## src/rtl/reg_arbiter.sv

```systemverilog
// rtl/reg_arbiter.sv - round-robin arbiter feeding a single output holding register
//
// Purpose: N_REQ requesters compete for one W-bit holding register. The grant
// scans req_valid upward from a rotating pointer, so the requester after the
// last winner has the highest priority. The held word is offered downstream
// with a valid/ready handshake, and completed handshakes are counted.
//
// Ports:
//   clk        clock, all state updates on the rising edge
//   rst        synchronous active-high reset
//   req_valid  [N_REQ]    per-requester valid
//   req_data   [N_REQ*W]  packed request data, requester i at [i*W +: W]
//   req_ready  [N_REQ]    combinational accept strobe, at most one bit set
//   out_valid             holding register contains a word
//   out_data   [W]        holding register data
//   out_src    [SW]       index of the requester that supplied out_data
//   out_ready             downstream accepts the word
//   xfer_cnt   [16]       saturating count of output handshakes
module reg_arbiter #(
  parameter int N_REQ = 4,
  parameter int W     = 8,
  localparam int SW   = (N_REQ > 1) ? $clog2(N_REQ) : 1
) (
  input  logic               clk,
  input  logic               rst,
  input  logic [N_REQ-1:0]   req_valid,
  input  logic [N_REQ*W-1:0] req_data,
  output logic [N_REQ-1:0]   req_ready,
  output logic               out_valid,
  output logic [W-1:0]       out_data,
  output logic [SW-1:0]      out_src,
  input  logic               out_ready,
  output logic [15:0]        xfer_cnt
);

  logic [SW-1:0] ptr;
  logic [SW-1:0] grant;
  logic          any_req;
  logic          load_en;
  logic          xfer;
  logic [W-1:0]  win_data;
  logic [SW-1:0] ptr_next;

  // The register may take a new word when it is empty or being drained now.
  assign load_en = !out_valid || out_ready;
  assign xfer    = load_en && !rst && any_req;

  // Rotating priority scan: offset k from ptr, wrapped modulo N_REQ.
  always_comb begin
    int            idx;
    logic [SW-1:0] idx_s;
    grant   = '0;
    any_req = 1'b0;
    idx     = 0;
    idx_s   = '0;
    for (int k = 0; k < N_REQ; k++) begin
      idx = int'(ptr) + k;
      if (idx >= N_REQ) idx = idx - N_REQ;
      idx_s = idx[SW-1:0];
      if (!any_req && req_valid[idx_s]) begin
        any_req = 1'b1;
        grant   = idx_s;
      end
    end
  end

  // Data mux and ready strobes decoded from the grant index with constant
  // selects; req_ready deliberately ignores req_data.
  always_comb begin
    win_data  = '0;
    req_ready = '0;
    for (int i = 0; i < N_REQ; i++) begin
      if (grant == SW'(i)) begin
        win_data     = req_data[i*W +: W];
        req_ready[i] = xfer;
      end
    end
  end

  assign ptr_next = (grant == SW'(N_REQ - 1)) ? '0 : grant + 1'b1;

  always_ff @(posedge clk) begin
    if (rst) begin
      out_valid <= 1'b0;
      out_data  <= '0;
      out_src   <= '0;
      ptr       <= '0;
      xfer_cnt  <= '0;
    end else begin
      if (out_valid && out_ready && xfer_cnt != 16'hFFFF)
        xfer_cnt <= xfer_cnt + 16'd1;
      if (xfer) begin
        out_valid <= 1'b1;
        out_data  <= win_data;
        out_src   <= grant;
        ptr       <= ptr_next;
      end else if (load_en) begin
        // Drained with nothing to refill: data and source keep last values.
        out_valid <= 1'b0;
      end
    end
  end

endmodule

```

## config.mk

```make
export PLATFORM = sky130hd
export DESIGN_NAME = reg_arbiter
export DESIGN_NICKNAME = d
export VERILOG_FILES = /design/src/rtl/reg_arbiter.sv
export SDC_FILE = /design/constraint.sdc
export NUM_CORES = 1
export LEC_CHECK = 0
export ABC_CLOCK_PERIOD_IN_PS = 2250
export BUFFER_PORTS_ARGS = -buffer_cell sky130_fd_sc_hd__buf_2
export CELL_PAD_IN_SITES_DETAIL_PLACEMENT = 2
export CELL_PAD_IN_SITES_GLOBAL_PLACEMENT = 2
export CORE_MARGIN = 4
export CORE_UTILIZATION = 24
export CTS_BUF_LIST = sky130_fd_sc_hd__clkbuf_8
export DETAILED_ROUTE_END_ITERATION = 10
export GPL_TIMING_DRIVEN = 0
export HOLD_SLACK_MARGIN = 0.12
export PLACE_DENSITY = 0.8
export SYNTH_ARGS = -nofsm -noshare
export SYNTH_HDL_FRONTEND = slang
export SYNTH_SLANG_ARGS = --single-unit
```

## constraint.sdc

```tcl
create_clock -name clk -period 2.25 [get_ports clk]
set_input_delay 0.45 -clock clk [delete_from_list [all_inputs] [get_ports clk]]
set_output_delay 0.45 -clock clk [all_outputs]
set_load 0.02 [all_outputs]
```

==> summary by stage, run 1 <==
Place
The final weighted congestion in routability-driven placement is 0.813. The number of buffers added on ports is between 60 and 70. Timing analysis after detailed placement gives a worst setup slack of -0.563 ns. The HPWL after detailed placement is 4690 µm.

Global route
The first global-routing pass estimated ~11000 µm of wire. The aggregate global-route resource usage is between 15 and 20%. The via count of the first global-routing pass is 2166. The initial antenna violation count came to 0. After global routing the overflow that remains totals 0. Entering global routing, the biggest net connects 11 pins.

Critical path
In this run the critical register-to-register path is launched from ptr[1]$_SDFFE_PP0N_. The endpoint arrival time on the critical path is 1.95 ns. For this run, the slowest stage of the critical path takes roughly 0.39 ns. The worst reg-to-reg path cell count is 12.

The kind of critical path is reg -> out. The critical path goes through mux2i_2 -> nor2_2 -> nor4_4 -> buf_6 -> buf_6 -> ha_4 -> buf_8 -> and2_4 -> buf_6. The kind of capture point of the worst setup path is a primary output. The cell at the slowest stage of the critical path is dfxtp_4. The kind of start point of the critical path is a flop. The worst reg2reg path endpoint is out_data[2]$_SDFFE_PP0N_. The cell repeated most along the worst path is buf_6. In this run the worst path has a maximum fanout of 5. Grouping stages by cell kind, the critical path spends the most delay in buffers and inverters. The critical path contains buffers and inverters numbering 4 combined.

Data on the critical path is required at its endpoint by 1.80 ns. The internal reg-to-reg setup slack is -0.02 ns.

STA
The number of pins with negative max-slew slack in the final report is 0. At the pin with the least slew margin, the transition time is 0.546 ns. Setup repair after global routing could not meet its margin everywhere. Static timing analysis puts the maximum clock frequency at about 420 MHz.

The count of endpoints failing hold in the final timing report is 0. The worst-case setup margin in the final layout is -0.155 ns. The max-slew headroom at the worst pin is 63.6%.

After layout, the minimum clock period comes to around 2.4 ns. Hold timing on the final database bottoms out at a slack of 0.468 ns. The part of the cycle the worst path needs is 107%. The clock skew is 0.00607 ns. The final setup violation count is 6.

Outcome
The flow ran to the end, but the final reports show violations. The checks that failed: negative setup slack.

Synth
The average instance area after synthesis is 8.06 µm². The synthesized design spends more area on one cell type than any other, namely dfxtp_1. The synthesized-area fraction occupied by xor and xnor cells is 0%. By area the synthesized netlist is led by dfxtp_1 (35%), a21oi_1 (12%), o31ai_1 (4.5%), or4_1 (4.5%), ha_1 (3.7%). For this run, the number of Yosys warnings is 0. When the netlist entered floorplanning its net count stood at approximately 250. Sequential elements use 34.8% of the synthesized area. After synthesis, the share of cell area in mux cells is 0.600%.

The dominant combinational cell family by area after synthesis is compound AO/OA/AOI/OAI gates. Of the total synthesized cell area, the portion taken by full adders, half adders and majority gates is 3.75%. Summed over its instances, the top area cell type makes up a little over a third of the synthesized netlist area.

The area fraction in and, or, nand and nor cells after synthesis is a little under a quarter. The number of library cell types mapped by synthesis is 39. Synthesis produced 207 cells.

The cell area after synthesis is 0.00167 mm². The number of register bits inferred by synthesis is 29. The fraction of the mapped netlist area in compound gates is a little under a third.

Route
Before antenna repair, the detailed router went through 4 iterations. Once detail routing completed, the nets flagged for antenna violations numbered 0. The number of DRC markers after the initial detailed-route iteration is 45.

The routed via count divided by cell count is 5.33. After detailed routing, the average wire length per cell comes to 18.3 µm. Summed over all layers, the routed wires come to just under 7000 µm.

The DRC violation count after routing is 0. The via count is roughly 2k.

Final layout
The filler cells instantiated in the layout total ~780. The library cells used most frequently in the layout, excluding fill and tap cells, are buf_2 (65), a21oi_1 (40), dfxtp_1 (27). The commonest non-fill, non-tap cell in the layout is buf_2. For this run, the post-layout net count is 340. The share of final-layout standard cells stronger than drive strength 1 is 42.8%.

The repair_antennas step left the layout with diodes totalling 0. The synthesis-to-layout area growth is 55.2%.

Power
Power comes to between 1.5 and 2 mW. Across the VDD grid, the largest voltage drop is 266 µV. For this design the ratio of total power to cell area is approximately 750 mW/mm². The static leakage is 1.13 nW.

Clock tree
CTS built an H-tree with a depth of 2. After clock tree synthesis, the clock-pin slew on the worst setup and hold paths is 0.07 ns. The number of clock buffers added by TritonCTS is 5. The TritonCTS clock tree is yes. The clock root buffer master is clkbuf_8. The insertion delay of the later-clocked pin in the worst-skew pair is 0.28 ns. Counting every sink on the clock net gives 29.

The largest buffer count on any clock path is 2.

Floorplanning
The die width is 91.4 µm. The floorplan has 30 rows. The core footprint is 0.00676 mm². The starting density of the core is approximately 25%. The floorplan die area is roughly 0.0084 mm². The I/O pin total is 70. The vertical die dimension is 91.4 µm.

Hold path
The capture endpoint of the worst hold path is out_data[1]$_SDFFE_PP0N_. The hold path startpoint is req_data[25]. Along the worst hold path, the cell count comes to 3.

The path category of the worst min-delay check is in -> reg.

Job
Max-cap violations in this run came to 0.
==> worst max-delay path by stage <==
stage	from	endpoint	slack, ns	depth (start not counted)
finish	ptr[1]$_SDFFE_PP0N_	req_ready[1]	-0.15	9
CTS	ptr[1]$_SDFFE_PP0N_	req_ready[1]	-0.21	9
detailed placement	req_valid[2]	req_ready[3]	-0.56	9
global placement	req_valid[0]	req_ready[2]	-0.53	9
floorplan	req_valid[0]	req_ready[2]	-0.002	7
global route	ptr[1]$_SDFFE_PP0N_	req_ready[1]	-0.24	9
==> repair_timing <==
action,in CTS,in global routing
cloned,0,0
hold buffers,0,0
pin swaps,4,8
resized for setup,31,18
setup buffers,7,9
setup endpoints to repair,12,21
hold endpoints to repair,0,0
==> sequential cells by signal, summed over array words and instances, names as in the netlist <==
register and count:
out_valid 1, out_data 8, xfer_cnt 16, ptr 2, out_src 2
==> stage by stage <==
| stage | util (%) | cell area [µm²] | instances | setup TNS (ns) |
|---|---|---|---|---|
| 2_1_floorplan | - | 1690 | 207 | -0.00189 |
| 3_3_place_gp | 31.5 | 2130 | 355 | -3.31 |
| 3_5_place_dp | 31.5 | 2130 | 355 | -4.01 |
| 4_1_cts | 36.0 | 2430 | 368 | -1.29 |
| 5_1_grt | 38.3 | 2590 | 377 | -1.90 |
| 6_report | 38.3 | 2590 | 377 | -0.608 |
==> routing by layer <==
layer	wire (µm)	GRT usage [%]	vias to the layer above
met3	400	4.56	4
met4	26	2.26	0
met2	3510	28.9	54
met1	2980	19.0	982
li1	-	-	968
met5	0	0	-
==> synth_stat cells <==
| cell type | n |
|---|---|
| a221oi_1 | 7 |
| inv_1 | 14 |
| nand2_1 | 8 |
| and3_1 | 5 |
| nand3_2 | 1 |
| and2_1 | 4 |
| a211oi_1 | 1 |
| or4_1 | 10 |
| nor2b_1 | 3 |
| or4_4 | 1 |
| nand2_2 | 1 |
| buf_2 | 1 |
| a31o_2 | 1 |
| o31ai_1 | 10 |
| buf_4 | 2 |
| nor4_2 | 1 |
| ha_1 | 5 |
| o21ai_0 | 6 |
| mux2i_1 | 1 |
| a21oi_1 | 41 |
| or3_1 | 3 |
| o22ai_1 | 1 |
| nand4_1 | 5 |
| o21a_1 | 3 |
| or2_2 | 1 |
| nor2_1 | 3 |
| nor4_1 | 5 |
| nand3_1 | 7 |
| and4_1 | 1 |
| buf_1 | 1 |
| a211o_1 | 7 |
| o311ai_0 | 1 |
| or3b_2 | 1 |
| dfxtp_1 | 29 |
| clkbuf_1 | 10 |
| nand2b_1 | 2 |
| o31a_1 | 2 |
| o41ai_1 | 1 |
| nor3_1 | 1 |
==> report_power, final <==
part	switching (mW)	total [mW]	internal, mW
Sequential	0.0351	0.596	0.561
Combinational	0.351	0.686	0.335
Clock	0.230	0.670	0.440
==> cell type report <==
type | instances | area, µm² | share of cell area, %
multi-input combinational | 150 | 1120 | 43.3
sequential | 29 | 586 | 22.6
timing repair buffer | 84 | 505 | 19.5
tap | 80 | 100 | 3.86
buffer | 12 | 87.6 | 3.38
clock buffer | 5 | 68.8 | 2.66
clock inverter | 3 | 65.1 | 2.51
inverter | 14 | 55.1 | 2.13
==> cells by family (layout without fill, tap and decap cells) <==
family / Yosys count / count (layout)
DFF: 29 / 29
buffers and inverters: 28 / 118
muxes: 1 / 1
adders and majority gates: 5 / 5
AOI/OAI and AO/OA: 81 / 81
and+or+nand+nor: 63 / 63
==> worst register-to-register path: stages, from the launching register on <==
cell and delay (ns):
dfxtp_4 0.39, buf_4 0.12, nand2_1 0.04, nor2_1 0.22, nor4_4 0.09, buf_6 0.15
inv_4 0.07, buf_12 0.10, ha_4 0.12, nor2b_2 0.30, a221oi_1 0.15, a211o_1 0.31
a21oi_1 0.13
Power figures use the tool's default switching activity.
==> run 2: changes to the inputs <==
--- a/config.mk
+++ b/config.mk
@@ -16,6 +16,7 @@
 export GPL_TIMING_DRIVEN = 0
 export HOLD_SLACK_MARGIN = 0.12
 export PLACE_DENSITY = 0.8
+export REMOVE_ABC_BUFFERS = 1
 export SYNTH_ARGS = -nofsm -noshare
 export SYNTH_HDL_FRONTEND = slang
 export SYNTH_SLANG_ARGS = --single-unit
==> run 2 against run 1 <==
The run still ends with negative setup slack left; die area is the same; sequential share of layout area rose by 1.9 points; sequential power is essentially flat; first-iteration DRC count shrank 20%; maximum frequency rose by 6.7%; routed wire length decreased by 11%; worst setup slack gained 0.15 ns; register-to-register slack gained 0.09 ns; total power decreased by 15%; critical path depth down 2; via count shrank 2.9%; critical endpoint is now req_ready[3]; largest power group is now registers.
==> summary by stage, run 2 (same netlist as run 1, synthesis figures left out) <==
Global route
The maximum number of pins on one net before global-route repair was 20 (was 11). The first-pass GRT wire length is 10200 µm (was 11000 µm). The via count of the first global-routing pass is 2134 (was 2166). The aggregate global-route resource usage came to 15.0% (was 16.0%).

The initial antenna violation count is 0 (unchanged). The total global routing overflow was 0 (unchanged).

Critical path
The kind of critical path is reg -> out (unchanged). The kind of capture point of the worst setup path was a primary output (unchanged). The kind of start point of the critical path is a flop (unchanged).

The internal reg-to-reg setup slack is 0.07 ns (was -0.02 ns). The endpoint arrival time on the critical path came to 1.80 ns (was 1.95 ns). The longest individual stage delay on the worst path is 0.38 ns (was 0.39 ns). The endpoint required time on the critical path was 1.80 ns (about the same). Crit path cell chain: inv_1 -> o21a_1 -> o22ai_4 -> inv_2 -> ha_4 -> and2_1 -> buf_2 (was mux2i_2 -> nor2_2 -> nor4_4 -> buf_6 -> buf_6 -> ha_4 -> buf_8 -> and2_4 -> buf_6).

The buffer and inverter count on the worst path is 3 (was 4). The family with the most delay on the worst path is compound AO/OA/AOI/OAI gates (was buffers and inverters). The largest fanout of any net on the critical path is 4 (was 5).

The cell at the slowest stage of the critical path is dfxtp_1 (was dfxtp_4). The launch instance of the worst register-to-register path is ptr[1]$_SDFFE_PP0N_ (unchanged). The first element of the critical path is ptr[0]$_SDFFE_PP0N_ (was ptr[1]$_SDFFE_PP0N_).

Outcome
Failing checks: negative setup slack (unchanged). Status: finished with violations (unchanged).

Final layout
Regs by FF count: xfer_cnt (16), out_data (8) (unchanged). The number of flip-flops in the largest register is 16 (unchanged). Commonest cells after routing, fill and taps aside: buf_2 (67), a21oi_1 (40), dfxtp_1 (28) (was buf_2 (65), a21oi_1 (40), dfxtp_1 (27)).

The count of nets after finishing was 323 (was 340). The synthesis-to-layout area growth came to 42.9% (was 55.2%). The area of all placed cells without fillers is 0.00238 mm² (was 0.00259 mm²). The count of antenna diodes in the layout came to 0 (unchanged). The utilization of the core after routing is 35.3% (was 38.3%). The share of final-layout standard cells stronger than drive strength 1 came to 38.9% (was 42.8%). The commonest non-fill, non-tap cell in the layout is buf_2 (unchanged). The largest register by flop count is xfer_cnt (unchanged).

Floorplanning
The floorplan die area came to 0.00835 mm² (unchanged). The die width is 91.4 µm (unchanged). The I/O pin total is 70 (unchanged).

The starting density of the core was 24.7% (unchanged). The core footprint is 0.00676 mm² (unchanged). The row count is 30 (unchanged). The vertical die dimension is 91.4 µm (unchanged).

Power
The largest vdd supply drop came to 268 µV (was 266 µV). The static leakage came to 1.02 nW (was 1.13 nW). The power per unit of standard cell area is 693 mW/mm² (was 754 mW/mm²).

Route
The DRC violation count after routing is 0 (unchanged). The final wirelength is 6180 µm (was 6920 µm). The routed length per instance is 17.2 µm (was 18.3 µm). The count of nets left with antenna violations after detail routing is 0 (unchanged). The routed via count divided by cell count is 5.41 (was 5.33). The number of detailed-routing iterations run before antenna repair came to 4 (unchanged). The via count is 1949 (was 2008). The number of DRC markers after the initial detailed-route iteration is 36 (was 45).

Clock tree
The TritonCTS clock tree was yes (unchanged). The largest buffer count on any clock path is 2 (unchanged). The number of sinks handled by clock tree synthesis was 29 (unchanged). The cts-stage hold buffer count came to 0 (unchanged).

The clock root buffer master is clkbuf_8 (unchanged). The clock-pin slew on the worst setup and hold paths was 0.07 ns (about the same). The number of buffers added by the clock tree synthesis step is 5 (unchanged). The insertion delay of the later-clocked pin in the worst-skew pair was 0.28 ns (about the same). The deepest level of the CTS H-tree is 2 (unchanged).

Hold path
The hold path startpoint was req_data[25] (unchanged). The path category of the worst min-delay check is in -> reg (unchanged).

STA
The max-slew headroom at the worst pin is 59.6% (was 63.6%). The final setup violation count is 2 (was 6). The count of endpoints failing hold in the final timing report is 0 (unchanged). The clock skew is 0.00386 ns (was 0.00607 ns). The number of pins with negative max-slew slack in the final report is 0 (unchanged). RSZ-0062 raised after global routing: true (unchanged). The maximum clock rate is 444 MHz (was 416 MHz). The part of the cycle the worst path needs is 100% (was 107%). The worst-case setup margin in the final layout is -0.00294 ns (was -0.155 ns).

The time the worst path needs with I/O delays and setup came to 2.25 ns (was 2.40 ns). The pin slew with the least headroom to its limit is 0.602 ns (was 0.546 ns).

Place
The detailed placement HPWL came to 4470 µm (was 4690 µm). The number of buffers added on ports is 69 (was 68). The cell area reported after detailed placement is 0.00208 mm² (was 0.00213 mm²). The final weighted congestion in routability-driven placement is 0.763 (was 0.813).

Job
The reported max-cap violation count was 0 (unchanged).
run 2: changes by cell type in the layout (fill, tap and decap cells not counted), moves of 2 or more:
cell	before	now
and2_1	1	4
buf_8	2	0
and2_4	2	0
bufinv_16	2	0
buf_2	65	67
buf_4	15	8
buf_6	6	4
clkbuf_1	5	0
run 2: report_power, final:
group	internal [mW]	switching [mW]
clock	0.276	0.213
sequential	0.561	0.0375
combinational	0.251	0.315
run 2: timing repair:
action / CTS / global route
setup buffers: 7 / 1
gates resized for setup: 25 / 5
endpoints found under the setup margin: 12 / 8
pin swaps: 4 / 2
run 2: metal layers:
layer	vias to the layer above	global-route usage, %	wire, µm
met5	-	0	0
li1	932	-	-
met2	57	26.6	3030
met1	955	16.9	2580
met4	0	3.39	55
met3	5	5.80	513
run 2: area by class of cell:
cell class / instances / area (µm²)
repair buffers: 79 / 440
clock buffers: 7 / 96.3
flip-flops and latches: 29 / 584
well taps: 80 / 100
clock inverters: 1 / 5.00
fillers: 811 / 4370
inverters: 14 / 55.1
multi-input cells: 150 / 1100
run 2: per-stage QoR:
step	power, mW	worst slack, ns	TNS (ns)	hold slack (ns)	cells
5_1_grt	1.76	-0.0917	-0.478	0.487	360
2_1_floorplan	0.879	-0.00992	-0.0178	0.480	193
3_3_place_gp	1.04	-0.666	-11.06	0.465	342
6_report	1.65	-0.00294	-0.00558	0.473	360
3_5_place_dp	1.05	-0.672	-6.30	0.470	344
4_1_cts	1.65	0.00688	0	0.456	359
run 2: final timing paths:
| check | depth (start not counted) | to |
|---|---|---|
| worst max-delay path | 7 | req_ready[3] |
| worst max register to register | 10 | out_data[0]$_SDFFE_PP0N_ |
| worst min-delay path | 3 | out_data[1]$_SDFFE_PP0N_ |
| worst min register to register | 1 | out_src[0]$_SDFFE_PP0N_ |
run 2: worst min-delay path: cells and delay by family:
family	cells	cell delay, ns
buffers and inverters	1	0.08
AO/OA/AOI/OAI	2	0.18
